==> src/rtl/wb_arbiter_if.sv <==
`default_nettype none
// ============================================================================
// Module      : wb_arbiter_if
// Description : Bundle of pipe, long-unit, issue, decode-read and regfile
//               write-port signals around the write-back arbiter.
// Revision    : 1.0 - initial release
// ============================================================================
interface wb_arbiter_if;
    logic        pipe_we;
    logic [4:0]  pipe_wr;
    logic [31:0] pipe_din;
    logic        lng_valid;
    logic [4:0]  lng_wr;
    logic [31:0] lng_din;
    logic        lng_ready;
    logic        iss_valid;
    logic [4:0]  iss_wr;
    logic [4:0]  rd_r1;
    logic [4:0]  rd_r2;
    logic        r1_busy;
    logic        r2_busy;
    logic        wb_we;
    logic [4:0]  wb_wr;
    logic [31:0] wb_din;

    // Arbiter side
    modport slave (
        input  pipe_we, pipe_wr, pipe_din,
        input  lng_valid, lng_wr, lng_din,
        input  iss_valid, iss_wr, rd_r1, rd_r2,
        output lng_ready, r1_busy, r2_busy,
        output wb_we, wb_wr, wb_din
    );

    // Pipeline / long-unit / decode side
    modport master (
        output pipe_we, pipe_wr, pipe_din,
        output lng_valid, lng_wr, lng_din,
        output iss_valid, iss_wr, rd_r1, rd_r2,
        input  lng_ready, r1_busy, r2_busy,
        input  wb_we, wb_wr, wb_din
    );
endinterface
`default_nettype wire

==> src/rtl/wb_arbiter.sv <==
`default_nettype none
// ============================================================================
// Module      : wb_arbiter
// Description : Register-file write-back arbiter: pipe results take priority,
//               long-unit results queue in a FIFO. Optional busy scoreboard
//               enabled by defining WB_SCOREBOARD_EN.
// Revision    : 1.0 - initial release
// ============================================================================
module wb_arbiter #(
    parameter int DEPTH = 2,
    parameter int AW    = $clog2(DEPTH)
) (
    input  wire logic     clk,
    input  wire logic     rst,
    wb_arbiter_if.slave   bus
);
    localparam int c_ENTRY_W = 37;

    logic [c_ENTRY_W-1:0] r_mem [DEPTH];
    logic [AW:0]          r_wptr;
    logic [AW:0]          r_rptr;
    logic                 w_empty;
    logic                 w_full;
    logic                 w_ready;
    logic                 w_push;
    logic                 w_pop;
    logic [4:0]           w_head_wr;
    logic [31:0]          w_head_din;
    logic                 r_wb_we;
    logic [4:0]           r_wb_wr;
    logic [31:0]          r_wb_din;

    // Extra pointer bit separates full from empty when the indices match
    assign w_empty    = (r_wptr == r_rptr);
    assign w_full     = (r_wptr[AW] != r_rptr[AW]) &&
                        (r_wptr[AW-1:0] == r_rptr[AW-1:0]);
    assign w_ready    = !w_full && !rst;
    assign w_push     = bus.lng_valid && w_ready;
    assign w_pop      = !bus.pipe_we && !w_empty;
    assign {w_head_wr, w_head_din} = r_mem[r_rptr[AW-1:0]];

    assign bus.lng_ready = w_ready;
    assign bus.wb_we     = r_wb_we;
    assign bus.wb_wr     = r_wb_wr;
    assign bus.wb_din    = r_wb_din;

    always_ff @(posedge clk) begin
        if (w_push) begin
            r_mem[r_wptr[AW-1:0]] <= {bus.lng_wr, bus.lng_din};
        end
    end

    always_ff @(posedge clk) begin
        if (rst) begin
            r_wptr <= '0;
            r_rptr <= '0;
        end else begin
            if (w_push) r_wptr <= r_wptr + (AW+1)'(1);
            if (w_pop)  r_rptr <= r_rptr + (AW+1)'(1);
        end
    end

    // Writes to r0 still occupy the slot (and pop the FIFO) but never assert WE
    always_ff @(posedge clk) begin
        if (rst) begin
            r_wb_we  <= 1'b0;
            r_wb_wr  <= 5'd0;
            r_wb_din <= 32'd0;
        end else if (bus.pipe_we) begin
            r_wb_we  <= (bus.pipe_wr != 5'd0);
            r_wb_wr  <= bus.pipe_wr;
            r_wb_din <= bus.pipe_din;
        end else if (w_pop) begin
            r_wb_we  <= (w_head_wr != 5'd0);
            r_wb_wr  <= w_head_wr;
            r_wb_din <= w_head_din;
        end else begin
            r_wb_we  <= 1'b0;
        end
    end

`ifdef WB_SCOREBOARD_EN
    logic [31:0] r_busy;
    logic [31:0] w_busy_nxt;

    // Set is applied after clear so a same-cycle issue wins
    always_comb begin
        w_busy_nxt = r_busy;
        if (w_pop)         w_busy_nxt[w_head_wr]  = 1'b0;
        if (bus.iss_valid) w_busy_nxt[bus.iss_wr] = 1'b1;
        w_busy_nxt[0] = 1'b0;
    end

    always_ff @(posedge clk) begin
        if (rst) r_busy <= '0;
        else     r_busy <= w_busy_nxt;
    end

    assign bus.r1_busy = r_busy[bus.rd_r1];
    assign bus.r2_busy = r_busy[bus.rd_r2];
`else
    logic w_unused_sb;
    assign w_unused_sb = ^{bus.iss_valid, bus.iss_wr, bus.rd_r1, bus.rd_r2};
    assign bus.r1_busy = 1'b0;
    assign bus.r2_busy = 1'b0;
`endif
endmodule
`default_nettype wire

==> src/flat_wrapper.sv <==
// flat-port wrapper written by rule: the top's interface ports become plain ports
module wb_arbiter_flat 
#(
    parameter int DEPTH = 2,
    parameter int AW    = $clog2(DEPTH)
)
  (clk, rst, bus_pipe_we, bus_pipe_wr, bus_pipe_din, bus_lng_valid, bus_lng_wr, bus_lng_din, bus_iss_valid, bus_iss_wr, bus_rd_r1, bus_rd_r2, bus_lng_ready, bus_r1_busy, bus_r2_busy, bus_wb_we, bus_wb_wr, bus_wb_din);
  wb_arbiter_if bus_i ();
  input  wire logic clk;
  input  wire logic rst;
  input wire logic [$bits(bus_i.pipe_we)-1:0] bus_pipe_we;
  input wire logic [$bits(bus_i.pipe_wr)-1:0] bus_pipe_wr;
  input wire logic [$bits(bus_i.pipe_din)-1:0] bus_pipe_din;
  input wire logic [$bits(bus_i.lng_valid)-1:0] bus_lng_valid;
  input wire logic [$bits(bus_i.lng_wr)-1:0] bus_lng_wr;
  input wire logic [$bits(bus_i.lng_din)-1:0] bus_lng_din;
  input wire logic [$bits(bus_i.iss_valid)-1:0] bus_iss_valid;
  input wire logic [$bits(bus_i.iss_wr)-1:0] bus_iss_wr;
  input wire logic [$bits(bus_i.rd_r1)-1:0] bus_rd_r1;
  input wire logic [$bits(bus_i.rd_r2)-1:0] bus_rd_r2;
  output wire logic [$bits(bus_i.lng_ready)-1:0] bus_lng_ready;
  output wire logic [$bits(bus_i.r1_busy)-1:0] bus_r1_busy;
  output wire logic [$bits(bus_i.r2_busy)-1:0] bus_r2_busy;
  output wire logic [$bits(bus_i.wb_we)-1:0] bus_wb_we;
  output wire logic [$bits(bus_i.wb_wr)-1:0] bus_wb_wr;
  output wire logic [$bits(bus_i.wb_din)-1:0] bus_wb_din;
  assign bus_i.pipe_we = bus_pipe_we;
  assign bus_i.pipe_wr = bus_pipe_wr;
  assign bus_i.pipe_din = bus_pipe_din;
  assign bus_i.lng_valid = bus_lng_valid;
  assign bus_i.lng_wr = bus_lng_wr;
  assign bus_i.lng_din = bus_lng_din;
  assign bus_i.iss_valid = bus_iss_valid;
  assign bus_i.iss_wr = bus_iss_wr;
  assign bus_i.rd_r1 = bus_rd_r1;
  assign bus_i.rd_r2 = bus_rd_r2;
  assign bus_lng_ready = bus_i.lng_ready;
  assign bus_r1_busy = bus_i.r1_busy;
  assign bus_r2_busy = bus_i.r2_busy;
  assign bus_wb_we = bus_i.wb_we;
  assign bus_wb_wr = bus_i.wb_wr;
  assign bus_wb_din = bus_i.wb_din;
  wb_arbiter #(.DEPTH(DEPTH), .AW(AW)) u_core (.clk(clk), .rst(rst), .bus(bus_i));
endmodule
==> config.mk <==
export PLATFORM = sky130hd
export DESIGN_NAME = wb_arbiter_flat
export DESIGN_NICKNAME = d
export VERILOG_FILES = /design/src/rtl/wb_arbiter_if.sv /design/src/rtl/wb_arbiter.sv /design/src/flat_wrapper.sv
export SDC_FILE = /design/constraint.sdc
export NUM_CORES = 1
export LEC_CHECK = 0
export ABC_AREA = 1
export BUFFER_PORTS_ARGS = -buffer_cell sky130_fd_sc_hd__buf_2
export CAP_MARGIN = 20
export CELL_PAD_IN_SITES_DETAIL_PLACEMENT = 1
export CELL_PAD_IN_SITES_GLOBAL_PLACEMENT = 1
export CORE_MARGIN = 4
export CORE_UTILIZATION = 40
export DETAILED_ROUTE_END_ITERATION = 8
export GPL_TIMING_DRIVEN = 0
export PLACE_DENSITY = 0.88
export SYNTH_ARGS = -nofsm -noshare
export SYNTH_HDL_FRONTEND = slang
export SYNTH_SLANG_ARGS = --single-unit
==> constraint.sdc <==
create_clock -name clk -period 7.3 [get_ports clk]
set_input_delay 1.46 -clock clk [delete_from_list [all_inputs] [get_ports clk]]
set_output_delay 1.46 -clock clk [all_outputs]
set_load 0.02 [all_outputs]
### After elaboration in Yosys (flattened, before gate mapping)

Memories as Yosys holds them, arrays and structs flattened. A register that Yosys moved wholly into a read port is not among the register bits.
Index checks and enable logic that the tools add are counted.

* flip-flop bits (word level): 42
* memory bits (writable): 74
* bits of input ports: 94
* output and inout bits: 41
* word-level logic and storage cells: 32
* memories: 1

* add/sub/neg operators: 2
* equality and inequality tests: 3
* mux-type cells: 10
* reductions and logical operators: 11

Memory list
* u_core.r_mem: depth 2, width 37, rd ports 1, clocked after Yosys merged registers in 1, write ports 1, RTL line wb_arbiter.sv:19 `logic [c_ENTRY_W-1:0] r_mem [DEPTH];`

Operators with widths (count)
* 32-bit 2-to-1 mux: 2
* 5-bit 2-to-1 mux: 2
* 5-bit nonzero test: 2
* 1-bit 2-to-1 mux: 6
* 2-bit by 1-bit adder with 2-bit output (second input constant): 2
* 1-bit logical AND: 4
* 1-bit zero test: 4
* 2-bit == test: 1
* 2-bit nonzero test: 1
* 1-bit == test: 1
* 1-bit inequality test: 1

### Depth between registers and ports, before layout

Gate-level depths: netlist (run 1).

* depth after elaboration: 7
* mapped depth: 8
* mapped depth without buffers: 8

### Worst setup path after synthesis (run 1)

No wires, ideal clock.

* kind: input -> register
* start point: in rst
* end point: mem u_core.r_mem[0][0] (enable)
* library setup time: 0.431 ns
* arrival: 3.512 ns
* data required time: 6.869 ns
* setup slack: 3.357 ns
* stages: 4
* buffers on the path: 1
* cells stage by stage: buf_2 -> inv_1 -> nand3_1 -> nor2_1

* cells in the longest elaborated chain, start to end: 5

Ends and longest elaborated chain
* start, declared: RTL line flat_wrapper.sv:10 `input wire logic rst;`
* 1-bit zero test: RTL line wb_arbiter.sv:37 `assign w_ready = !w_full && !rst;`
* 1-bit logical AND: RTL line wb_arbiter.sv:37
* 1-bit logical AND: RTL line wb_arbiter.sv:38 `assign w_push = bus.lng_valid && w_ready;`
* 1-bit 2-to-1 mux: RTL line wb_arbiter.sv:48 `if (w_push) begin`
* 1-bit 2-to-1 mux (not written as such): RTL line wb_arbiter.sv:49 `r_mem[r_wptr[AW-1:0]] <= {bus.lng_wr, bus.lng_din};`
* end, declared: RTL line wb_arbiter.sv:19

No other way between the ends.

### Worst setup path in the final report (run 1)

* start point: in rst
* end point: out bus_lng_ready

* cells in the longest elaborated chain, start to end: 2

Ends and longest elaborated chain
* 1-bit zero test: RTL line wb_arbiter.sv:37
* 1-bit logical AND: RTL line wb_arbiter.sv:37
* end, declared: RTL line flat_wrapper.sv:21 `output wire logic [$bits(bus_i.lng_ready)-1:0] bus_lng_ready;`

No other way between the ends.

==> results.cfg, run 1 <==
[route]
dr_iter_0_viols = 122
drt_first_pass_iters = 4
total_detailed_routing_wirelength_um = 12800
dr_total_vias = 3704
viasPerCell = 5.14
detail_route.drc_violations = 0
route.antenna.remaining_nets = 0
detail_route.wl_per_cell_um = 17.8

[die]
floorplan.io_pins = 135
core_area_um2 = 11000
die_h_um = 115
design.die.area_um2 = 13200
chipWidth_um = 115
rows = 38
initial_core_util = 0.416

[placed_design]
dp.final_hpwl_um = 9090
place.gp.congestion = 0.715
pre_cts_slack_ps = 3900
io_buffers = 114

[synth]
warnings_synthesis = 0
synthesis.area_um2 = 4590
ys_ff_latch = 117
post_synth_main_area_contributors = edfxtp_1, dfxtp_1, nand2_1
postSynthCellCount = 432
avgSynthCellArea_um2 = 10.6
yosys.area.top_type_share = 0.484
yosys_cell_types = 21
biggest_area_consumer_among_synthesized_cells = edfxtp_1
sequential_share_of_the_synthesized_area = 0.672

[layout]
antenna-diode-count = 0
final_cell_mix = buf_2, nand2_1, edfxtp_1, o21ai_0, dfxtp_1
multiInputGateArea_um2 = 1310
final_net_count = 662
layout-drive-gt1-share = 0.310
area_growth_pct = 29.4
num-fill-cells = 1267
end_of_flow_core_utilization = 0.538
sequential_cell_area_um2 = 3080
mostFrequentLayoutCell = buf_2

[clock_tree]
cts.sink_count = 117
cts_hold_buf = 0
clk_path_buf_depth = 2
post_cts_resized = 0
number_of_buffers_inserted_during_clock_tree_synthesis = 17
clk_root_buffer_cell = clkbuf_16
clkLatencyLatePin_ps = 410
postCtsSetupRepairBufs = 0
clock_slew_seen_by_the_registers_of_the_worst_setup_and_hold_paths_ps = 50
clock_tree.htree_level_count = 4
cts_tree = yes

[sta]
setup_violations = 0
timing.final.crit_share = 0.468
max_freq_mhz = 293
post-route-worst-setup-slack_ps = 3890
max_slew.worst_pin.slew_ps = 644
final-max-slew-violation-count = 0
finalHoldWorstSlack_ps = 459
timing.setup.tns_ps = 0
worst_clock_skew_ps = 5.54
post-route-min-period_ps = 3410
worst_slew_margin_rel = 0.570
final-hold-violation-count = 0
setup_repair_after_global_routing_missed_its_margin = false

[outcome]
status = completed

[worst_setup_path]
crit_path_end_kind = output port
reg2reg_depth = 7
timing.critical_path.fanout_max = 10
worst-endpoint-required_ps = 5840
startpoint = rst
worstSetupPathType = in2out
reg2reg_from = u_core.r_wptr[0]
worst_setup_path_start_kind = input pin
crit_arrival_ps = 1950

[grt]
first_global_vias = 4009
wire_length_of_the_first_global_routing_pass_um = 20300
number_of_antenna_violations_at_the_first_check_in_global_routing = 1
globalRouteOverflowTotal = 0
gr-usage-all-layers = 0.202
grt_start_max_net_pins = 21

[hold_path]
hold_class = reg2reg
min_delay_path_depth = 2
hp-start = u_core.bus.wb_wr[4]

[pwr]
ir_drop_mv = 0.160
power_leakage_nw = 2.48
power_density_nw_per_um2 = 298

[flow_run]
timing.max_cap.violations = 0
-- Yosys cell counts --
cell type	n
nor2_1	7
o21ai_0	59
buf_6	4
nand3_1	34
clkinv_1	1
buf_2	11
buf_4	7
inv_2	2
edfxtp_1	74
nand2_1	116
xor2_1	2
dfxtp_1	43
a21oi_1	33
clkbuf_1	6
o21ai_1	10
nand3_4	1
nand2_2	2
a21oi_2	10
nand4_1	1
conb_1	1
inv_1	8
-- where the power goes --
part	leakage, nW	switching, W	internal, W
combinational	1.18	0.000167	0.0000858
clock	0.263	0.000275	0.000464
sequential	1.04	0.0000218	0.000752
-- path summary, 6_finish.rpt --
check	endpoint	slack [ps]
max	bus_lng_ready	3890
min	u_core.bus.wb_wr[4]	460
max reg2reg	u_core.r_mem[1][27]	4960
min reg2reg	u_core.bus.wb_wr[4]	460
-- cells by family after synthesis --
family	after synthesis	synth area share
AO/OA/AOI/OAI	112	0.130
XOR/XNOR	2	0.00382
buffers and inverters	39	0.0472
flip-flops	117	0.672
other	1	0.000818
AND/OR/NAND/NOR	161	0.146
-- stage by stage --
| stage | area (µm²) | cells | total power, W |
|---|---|---|---|
| after floorplan | 4590 | 433 | 0.000935 |
| after global placement | 5340 | 687 | 0.00102 |
| after detailed placement | 5410 | 689 | 0.00104 |
| after CTS | 5930 | 721 | 0.00178 |
| after global routing | 5930 | 721 | 0.00184 |
| final | 5930 | 721 | 0.00177 |
-- cell type report --
| type | instances | area share |
|---|---|---|
| multi-input cells | 277 | 0.220 |
| repair buffers | 116 | 0.105 |
| plain buffers | 28 | 0.0295 |
| well taps | 140 | 0.0295 |
| clock inverters | 6 | 0.00464 |
| clock buffers | 26 | 0.0841 |
| inverters | 11 | 0.00696 |
| flip-flops and latches | 117 | 0.520 |
-- sequential cells by signal, indices dropped and copies added, names as in the netlist, named ones only --
register           cells
u_core.bus.wb_din     32
u_core.bus.wb_we       1
u_core.bus.wb_wr       5
u_core.r_mem          74
u_core.r_rptr          2
u_core.r_wptr          2
-- worst max-delay path: stages --
cell	delay [ps]
buf_2	160
a21oi_1	150
buf_2	180
-- routing by layer --
layer  share of wire  wire length [µm]  GRT usage  up-vias
met5          0.0016                20          0        -
met3           0.046               593     0.0542       23
met2            0.53              6820      0.361       92
met4           0.014               181     0.0642        2
li1                -                 -          -     1775
met1            0.41              5210      0.237     1812
Power figures use the tool's default switching activity.
==> inputs of run 2 (changes only) <==
--- a/config.mk
+++ b/config.mk
@@ -11,10 +11,10 @@
 export CELL_PAD_IN_SITES_DETAIL_PLACEMENT = 1
 export CELL_PAD_IN_SITES_GLOBAL_PLACEMENT = 1
 export CORE_MARGIN = 4
-export CORE_UTILIZATION = 40
+export CORE_UTILIZATION = 39
 export DETAILED_ROUTE_END_ITERATION = 8
 export GPL_TIMING_DRIVEN = 0
-export PLACE_DENSITY = 0.88
+export PLACE_DENSITY = 0.86
 export SYNTH_ARGS = -nofsm -noshare
 export SYNTH_HDL_FRONTEND = slang
 export SYNTH_SLANG_ARGS = --single-unit
==> constraint.sdc (replaced) <==
create_clock -name clk -period 3.47 [get_ports clk]
set_input_delay 0.694 -clock clk [delete_from_list [all_inputs] [get_ports clk]]
set_output_delay 0.694 -clock clk [all_outputs]
set_load 0.02 [all_outputs]
==> run 2 against run 1 <==
  * Hold slack lost 0.53 ps
  * Die area grew 2.4%
  * Utilization shrank 1.6 points
  * Final area grew 0.89%
  * Sequential share of layout area shrank 0.46 points
  * Largest power group is now clock
==> results.cfg, run 2 (synthesis results as in run 1) <==
[clock_tree]
clkLatencyLatePin_ps = 430
post_cts_resized = 0
clk_root_buffer_cell = clkbuf_16
cts_tree = yes
clock_slew_seen_by_the_registers_of_the_worst_setup_and_hold_paths_ps = 60
clock_tree.htree_level_count = 4
cts_hold_buf = 0
postCtsSetupRepairBufs = 0
number_of_buffers_inserted_during_clock_tree_synthesis = 17
cts.sink_count = 117
clk_path_buf_depth = 2

[placed_design]
pre_cts_slack_ps = 820
place.gp.congestion = 0.730
io_buffers = 114
dp.final_hpwl_um = 9020

[pwr]
power_leakage_nw = 2.50
clockPowerShare = 0.435
net-switching-power_w = 0.00103
power_density_nw_per_um2 = 638
p_seq_frac = 0.427
comb_power_share = 0.139
switching_share = 0.269
ir_drop_mv = 0.542
totalPowerFinal_w = 0.00382
power.internal_w = 0.00279

[sta]
worst_clock_skew_ps = 9.08
final-hold-violation-count = 0
post-route-worst-setup-slack_ps = 1170
setup_repair_after_global_routing_missed_its_margin = false
post-route-min-period_ps = 2300
max_slew.worst_pin.slew_ps = 668
worst_slew_margin_rel = 0.554
final-max-slew-violation-count = 0
timing.final.crit_share = 0.663
setup_violations = 0
max_freq_mhz = 435

[hold_path]
hold_class = in2reg
min_delay_path_depth = 1

[worst_setup_path]
reg2reg_depth = 7
startpoint = u_core.r_wptr[0]
crit_arrival_ps = 2420
path_cells = inv_1 > nand2_1 > nand2_2 > nand2_1 > nand3_1 > nor2_4 > buf_16
cp.buffers_inverters = 2
worst_setup_path_start_kind = register
crit_path_top_delay_cell = nor2_4
worstSetupPathType = reg2reg
timing.critical_path.fanout_max = 20
capturing_point_of_the_worst_reg2reg_path = u_core.r_mem[0][19]
worst-path-stages = 7
crit_path_end_kind = register
worst-endpoint-required_ps = 3600
reg2reg_slack_ps = 1170
crit_top_cell = nand2_1
reg2reg_from = u_core.r_wptr[0]
critical_path.top_delay_family = simple AND/OR/NAND/NOR gates
slowest_stage_delay_on_critical_path_ps = 620
worstSetupEndpoint = u_core.r_mem[0][19]

[die]
floorplan.io_pins = 135
die_h_um = 116
chipWidth_um = 116
design.die.area_um2 = 13600
initial_core_util = 0.400
core_area_um2 = 11500
rows = 39

[grt]
globalRouteMet1Util = 0.223
grt_start_max_net_pins = 21
groute.layer.met2.usage = 0.361
wire_length_of_the_first_global_routing_pass_um = 20100
top_usage_layer = met2
first_global_vias = 3905
globalRouteOverflowTotal = 0
gr-usage-all-layers = 0.201
met3_usage = 0.0622
number_of_antenna_violations_at_the_first_check_in_global_routing = 0

[layout]
antenna-diode-count = 0
layout-drive-gt1-share = 0.320
mostFrequentLayoutCell = buf_2
largest_reg_flops = 74
area_growth_pct = 30.5
num-fill-cells = 1288
sequential_cell_area_um2 = 3080
final_net_count = 662
final_cell_mix = buf_2, nand2_1, edfxtp_1, o21ai_0, dfxtp_1
multiInputGateArea_um2 = 1310

[route]
route.antenna.remaining_nets = 0
dr_iter_0_viols = 149
total_detailed_routing_wirelength_um = 13000
detail_route.wl_per_cell_um = 17.9
drt_first_pass_iters = 4
viasPerCell = 5.10
detail_route.drc_violations = 0
dr_total_vias = 3693

[flow_run]
timing.max_cap.violations = 0

[outcome]
status = completed
run 2: cell types whose count changed in the layout (fill, tap and decap cells not counted), sizes merged:
cell	previous run	this run
clkbuf	32	27
clkinv	7	9
clkinvlp	0	3
run 2: worst min path at each step:
stage / start / end / slack [ps]
floorplan: u_core.r_wptr[1] / u_core.r_wptr[1] / 490
global placement: u_core.bus.wb_wr[0] / u_core.bus.wb_wr[0] / 440
detailed placement: u_core.bus.wb_wr[4] / u_core.bus.wb_wr[4] / 460
CTS: bus_lng_din[21] / u_core.r_mem[0][21] / 440
global route: bus_lng_din[3] / u_core.r_mem[1][3] / 440
finish: bus_lng_din[4] / u_core.r_mem[1][4] / 460
run 2: power by group through the flow:
| stage | registers [W] | clock network, W | logic [W] |
|---|---|---|---|
| 4_1_cts | 0.00163 | 0.00169 | 0.000537 |
| 2_1_floorplan | 0.00172 | 0 | 0.000250 |
| 6_report | 0.00163 | 0.00166 | 0.000530 |
| 5_1_grt | 0.00164 | 0.00174 | 0.000588 |
| 3_5_place_dp | 0.00165 | 0 | 0.000531 |
| 3_3_place_gp | 0.00165 | 0 | 0.000496 |
run 2: worst register-to-register path: cells and delay by family (launching register included):
kind          cells  cell delay, ps
simple gates      5            1150
flops             1             430
buf+inv           2             390
run 2: final cells by class:
class,count,share of cell area
flip-flops and latches,117,0.515
well taps,143,0.0299
multi-input cells,277,0.218
repair buffers,116,0.105
clock inverters,11,0.0121
plain buffers,28,0.0293
clock buffers,21,0.0840
inverters,11,0.00690
run 2: per-layer routing:
layer  vias to the layer above  wire [µm]
li1                       1771          -
met1                      1790       5090
met2                       111       6930
met3                        21        695
met4                         0        253
met5                         -          0
run 2: metrics by stage:
stage / hold slack, ps / std cells / instance area [µm²] / util / setup TNS [ps]
final: 458 / 724 / 5990 / 0.522 / 0
after global placement: 445 / 690 / 5340 / 0.466 / -53740
after floorplan: 490 / 433 / 4590 / - / 0
after detailed placement: 460 / 692 / 5410 / 0.472 / 0
after CTS: 437 / 724 / 5990 / 0.522 / 0
after global routing: 443 / 724 / 5990 / 0.522 / 0
